File: config.mk
export PLATFORM = sky130hd
export DESIGN_NAME = addsub_nibble_sequencer
export DESIGN_NICKNAME = d
export VERILOG_FILES = /design/src/rtl/addsub_pkg.sv /design/src/rtl/nibble_addsub.sv /design/src/rtl/addsub_nibble_sequencer.sv
export SDC_FILE = /design/constraint.sdc
export NUM_CORES = 1
export LEC_CHECK = 0
export CORE_MARGIN = 8
export CORE_UTILIZATION = 48
export CTS_BUF_LIST = sky130_fd_sc_hd__clkbuf_8
export CTS_CLUSTER_SIZE = 12
export DETAILED_ROUTE_END_ITERATION = 8
export PLACE_DENSITY = 0.74
export SYNTH_ARGS = -nofsm -noshare
export SYNTH_HDL_FRONTEND = slang
export SYNTH_SLANG_ARGS = --single-unit
File: constraint.sdc
create_clock -name clk -period 2.8 [get_ports clk]
set_clock_uncertainty 0.2 [all_clocks]
set_input_delay 0.56 -clock clk [delete_from_list [all_inputs] [get_ports clk]]
set_output_delay 0.56 -clock clk [all_outputs]
set_load 0.02 [all_outputs]
File: src/rtl/addsub_pkg.sv
// rtl/addsub_pkg.sv - shared types, constants and helpers for the nibble add/sub sequencer
//   state_t    : sequencer FSM states (IDLE, RUN, DONE)
//   NIBBLE_W   : width of one adder slice
//   sat_value  : signed saturation pattern for a given sign and width
package addsub_pkg;

  localparam int NIBBLE_W = 4;

  typedef enum logic [1:0] {
    IDLE = 2'd0,
    RUN  = 2'd1,
    DONE = 2'd2
  } state_t;

  // Positive overflow (sign=0) saturates to 0x7F..F, negative to 0x80..0.
  // Bits at and above 'width' are zero.
  function automatic logic [63:0] sat_value(input logic sign, input int width);
    logic [63:0] v;
    v = 64'd0;
    for (int i = 0; i < 64; i++) begin
      if (i < width - 1) begin
        v[i] = ~sign;
      end else if (i == width - 1) begin
        v[i] = sign;
      end
    end
    return v;
  endfunction

endpackage

File: src/rtl/nibble_addsub.sv
// rtl/nibble_addsub.sv - combinational 4-bit adder-subtractor slice
//   a, b : operand nibbles
//   m    : 0 = add, 1 = subtract (b is inverted internally)
//   cin  : carry in, driven by the sequencer's carry chain
//   sum  : result nibble
//   cout : carry out
module nibble_addsub (
  input  logic [3:0] a,
  input  logic [3:0] b,
  input  logic       m,
  input  logic       cin,
  output logic [3:0] sum,
  output logic       cout
);

  logic [3:0] b_x;

  // The +1 of two's complement is not added here; it arrives through cin.
  assign b_x         = b ^ {4{m}};
  assign {cout, sum} = {1'b0, a} + {1'b0, b_x} + {4'b0000, cin};

endmodule

File: src/rtl/addsub_nibble_sequencer.sv
// rtl/addsub_nibble_sequencer.sv - wide add/sub serialised through one 4-bit slice, LSB nibble first
//   Optional macro: ADDSUB_SAT_EN (saturate out_result on signed overflow)
//   clk, rst_n            : clock, asynchronous active-low reset
//   in_valid/in_ready     : operand handshake (in_ready only in IDLE)
//   in_a, in_b, in_sub    : operands and op (0 = A+B, 1 = A-B)
//   out_valid/out_ready   : result handshake
//   out_result            : W-bit result
//   out_carry/ovf/zero    : final carry (1 = no borrow on subtract), signed overflow, zero flag
//   busy                  : FSM not in IDLE
module addsub_nibble_sequencer
  import addsub_pkg::*;
#(
  parameter int NIBBLES = 4
) (
  input  logic                    clk,
  input  logic                    rst_n,
  input  logic                    in_valid,
  output logic                    in_ready,
  input  logic [4*NIBBLES-1:0]    in_a,
  input  logic [4*NIBBLES-1:0]    in_b,
  input  logic                    in_sub,
  output logic                    out_valid,
  input  logic                    out_ready,
  output logic [4*NIBBLES-1:0]    out_result,
  output logic                    out_carry,
  output logic                    out_ovf,
  output logic                    out_zero,
  output logic                    busy
);

  localparam int W     = NIBBLE_W * NIBBLES;
  localparam int IDX_W = $clog2(NIBBLES);

  state_t                  state_q;
  logic [W-1:0]            a_q;
  logic [W-1:0]            b_q;
  logic                    op_q;
  logic                    carry_q;
  // Holds the nibbles already produced; the current sum is prepended on top.
  logic [W-NIBBLE_W-1:0]   res_q;
  logic [IDX_W-1:0]        idx_q;
  logic                    in_ready_q;
  logic                    out_valid_q;
  logic                    busy_q;
  logic [W-1:0]            out_result_q;
  logic                    out_carry_q;
  logic                    out_ovf_q;
  logic                    out_zero_q;

  logic [NIBBLE_W-1:0]     sum;
  logic                    cout;
  logic                    last;
  logic [W-1:0]            res_d;
  logic                    ovf_d;
  logic [W-1:0]            final_d;
  logic                    zero_d;

  nibble_addsub u_slice (
    .a    (a_q[NIBBLE_W-1:0]),
    .b    (b_q[NIBBLE_W-1:0]),
    .m    (op_q),
    .cin  (carry_q),
    .sum  (sum),
    .cout (cout)
  );

  assign last  = (idx_q == IDX_W'(NIBBLES - 1));
  assign res_d = {sum, res_q};
  // Only meaningful on the last nibble, where a_q/b_q hold the sign nibbles.
  assign ovf_d = (a_q[NIBBLE_W-1] == (b_q[NIBBLE_W-1] ^ op_q)) &&
                 (sum[NIBBLE_W-1] != a_q[NIBBLE_W-1]);

`ifdef ADDSUB_SAT_EN
  logic [63:0] sat_full;
  assign sat_full = sat_value(a_q[NIBBLE_W-1], W);
  assign final_d  = ovf_d ? sat_full[W-1:0] : res_d;
`else
  assign final_d  = res_d;
`endif

  assign zero_d = (final_d == '0);

  always_ff @(posedge clk or negedge rst_n) begin
    if (!rst_n) begin
      state_q      <= IDLE;
      a_q          <= '0;
      b_q          <= '0;
      op_q         <= 1'b0;
      carry_q      <= 1'b0;
      res_q        <= '0;
      idx_q        <= '0;
      in_ready_q   <= 1'b1;
      out_valid_q  <= 1'b0;
      busy_q       <= 1'b0;
      out_result_q <= '0;
      out_carry_q  <= 1'b0;
      out_ovf_q    <= 1'b0;
      out_zero_q   <= 1'b0;
    end else begin
      case (state_q)
        IDLE: begin
          if (in_valid) begin
            a_q        <= in_a;
            b_q        <= in_b;
            op_q       <= in_sub;
            carry_q    <= in_sub;
            idx_q      <= '0;
            in_ready_q <= 1'b0;
            busy_q     <= 1'b1;
            state_q    <= RUN;
          end
        end
        RUN: begin
          res_q   <= res_d[W-1:NIBBLE_W];
          carry_q <= cout;
          a_q     <= a_q >> NIBBLE_W;
          b_q     <= b_q >> NIBBLE_W;
          if (last) begin
            out_result_q <= final_d;
            out_carry_q  <= cout;
            out_ovf_q    <= ovf_d;
            out_zero_q   <= zero_d;
            out_valid_q  <= 1'b1;
            state_q      <= DONE;
          end else begin
            idx_q <= idx_q + 1'b1;
          end
        end
        DONE: begin
          if (out_ready) begin
            out_valid_q <= 1'b0;
            in_ready_q  <= 1'b1;
            busy_q      <= 1'b0;
            state_q     <= IDLE;
          end
        end
        default: begin
          state_q     <= IDLE;
          in_ready_q  <= 1'b1;
          out_valid_q <= 1'b0;
          busy_q      <= 1'b0;
        end
      endcase
    end
  end

  assign in_ready   = in_ready_q;
  assign out_valid  = out_valid_q;
  assign busy       = busy_q;
  assign out_result = out_result_q;
  assign out_carry  = out_carry_q;
  assign out_ovf    = out_ovf_q;
  assign out_zero   = out_zero_q;

endmodule

==> metrics.txt <==
final WL 7043 um; Vias 2393; Post-Synth Simple-Gate Area 0.1304; compound-cell area share of the yosys netlist 0.1070; Crit path arrival time 2.48 ns; root buf cell clkbuf_8; top post-synthesis cells by count dfrtp_1, nand2_1, o21ai_0; XOR/XNOR share of the synthesized area 0.01852; CTS Hold Buffers Added 0; Synth area leader dfrtp_1; asr flop ratio synth 1.000; ranking of synthesized cells by area dfrtp_1, nand2_1, mux2i_1, o21ai_0, mux2_4; syn avg cell area about 11 sq um; Yosys reg bits between 70 and 80; first-pass GRT wire length 11830 um; Die Y slightly below 100 um; Die Footprint 9811 sq um; fin crit share 0.8523; sequential cell area fraction in the yosys report 0.5446; Synth top area share 0.5367; Longest Clk Path Bufs 2; routed length per instance 15.45 um; fmax 419.0 MHz; worst min path class in -> async; RR Startpoint op_q; RePlAce Congestion 0.8352; ys flop type dfrtp_1; cell area power density 1227 nW/um^2; HPWL Detailed about 5100 um; Post-Place Setup Slack 0.4739 ns; PortBufs 58; setup ws final approximately 0.41 ns; hold_ws 0.04922 ns; Ports 59; DR iter-0 viols 60; largest net degree at the start of global routing 39; Yosys warning count 0; Final Critical Period 2.386 ns; setup TNS 0 ns; Pre-antenna DRT Iters 4; Antenna Cells 0; ANT nets after route 0; worst skew pair latency between 0.3 and 0.4 ns; Least-Margin Pin Slew 0.4618 ns; die width 99.05 um; WS Path Type reg -> reg; mux contribution to synthesized area 0.1247; P_leak 1.941 nW; CTS tree built; post-synth net total 355; Synth cell types 35; # H-tree levels 3; Max Transition Viols Final 0; Layout area overhead 26.61%; RR Endpoint out_zero; CP startpoint op_q; starting density of the core 0.4927; Synth Instances around 310; Critical Path End Type register; Post-CTS Setup Repair Bufs 0; Max-slew headroom 0.6921; vias in the first global route ~2500; status complete, no violations; Core Area 6719 sq um; Sink Count 72; fin nets 415; unrepaired setup endpoints after global routing no; Worst Setup EP out_zero; CP Max Fanout 5; Reg clk slew, reported paths around 0.080 ns; Post-synth EDFFs 0; Adder-Cell Fraction of Synth Area 0.03099; DRC 0; share of layout cells above drive strength 1 0.1170; reg2reg path depth 7; synthesized cell area 3311 sq um; GRT Total Usage 0.1508; routed vias/inst 5.248; Post-CTS Resized 0; Hold Violations, Final 0; crit start category register; largest family of logic cells by synthesized area simple AND/OR/NAND/NOR gates; Worst VDD drop 0.5432 mV; Worst R2R Setup Slack 0.41 ns; Num CTS Buffers 9; Max Cap Viol 0; global route overflow 0; final setup fails 0; Row Count 30; WP data required 2.89 ns; Overall Power ~5 mW; initial antenna violation count 0
## power breakdown
part	switching [mW]	internal, mW
clock	0.405	0.501
sequential	0.337	1.51
combinational	1.25	1.14
total	1.99	3.15
## worst max-delay path, stage by stage (launching register included)
cell and delay, ns:
dfrtp_1 0.47, xnor2_1 0.18, fa_1 0.42, fa_1 0.43
xor2_1 0.25, nand3_1 0.10, nor3_1 0.15, a22o_1 0.14
## sequential cells by signal, summed over array words and instances (netlist names)
name / cells
a_q: 16
b_q: 16
busy: 1
carry_q: 1
idx_q: 2
in_ready: 1
op_q: 1
out_carry: 1
out_ovf: 1
out_result: 16
out_valid: 1
out_zero: 1
res_q: 12
state_q: 2
## layer usage
metal	wire, um	global-route usage
met3	411	0.04510
met1	3225	0.1864
met4	135	0.07101
met5	0	0
met2	3271	0.2365
## layout make-up
class	instances	area, sq um
fill	573	2527
sequential	72	1803
multi-input combinational	213	1366
timing repair buffer	68	675.6
clock buffer	9	123.9
tap	80	100.1
clock inverter	7	96.34
inverter	7	26.28
## worst min path at each step
stage,to,from,cells after the start
floorplan,a_q[0],rst_n,0
global placement,a_q[4],a_q[4],2
detailed placement,a_q[4],a_q[4],2
CTS,a_q[0],rst_n,2
global route,b_q[2],rst_n,2
finish,b_q[2],rst_n,2
## metrics by stage
stage,util,std cells,instance area (sq um)
after global routing,0.6238,456,4192
after CTS,0.6238,456,4192
final,0.6238,456,4192
after detailed placement,0.5911,440,3971
after floorplan,-,311,3311
after global placement,0.5911,440,3971
## logic make-up after synthesis
family,after synthesis
simple gates,97
xor+xnor,7
mux,37
compound gates,65
flops,72
buf+inv,26
fa+ha+maj,7
## placed cells by master (no fill, tap or decap), types with 2 or more instances in the layout
master           instances
mux2_2                   6
a21oi_1                 11
o21ai_0                 44
xnor2_1                  3
nor2_1                   4
clkbuf_8                 9
mux2_4                   7
bufinv_16                2
a22o_1                   2
nand2b_1                 3
nor4_1                   2
clkdlybuf4s50_1         57
xor2_1                   4
fa_1                     2
nor3_1                   2
ha_1                     5
inv_1                    7
clkinvlp_4               3
buf_4                    8
buf_12                   2
nand2_1                 71
nor2b_1                 10
o31ai_1                  2
dfrtp_1                 71
mux2i_1                 24
No activity file was read; power rests on OpenSTA's default activity.
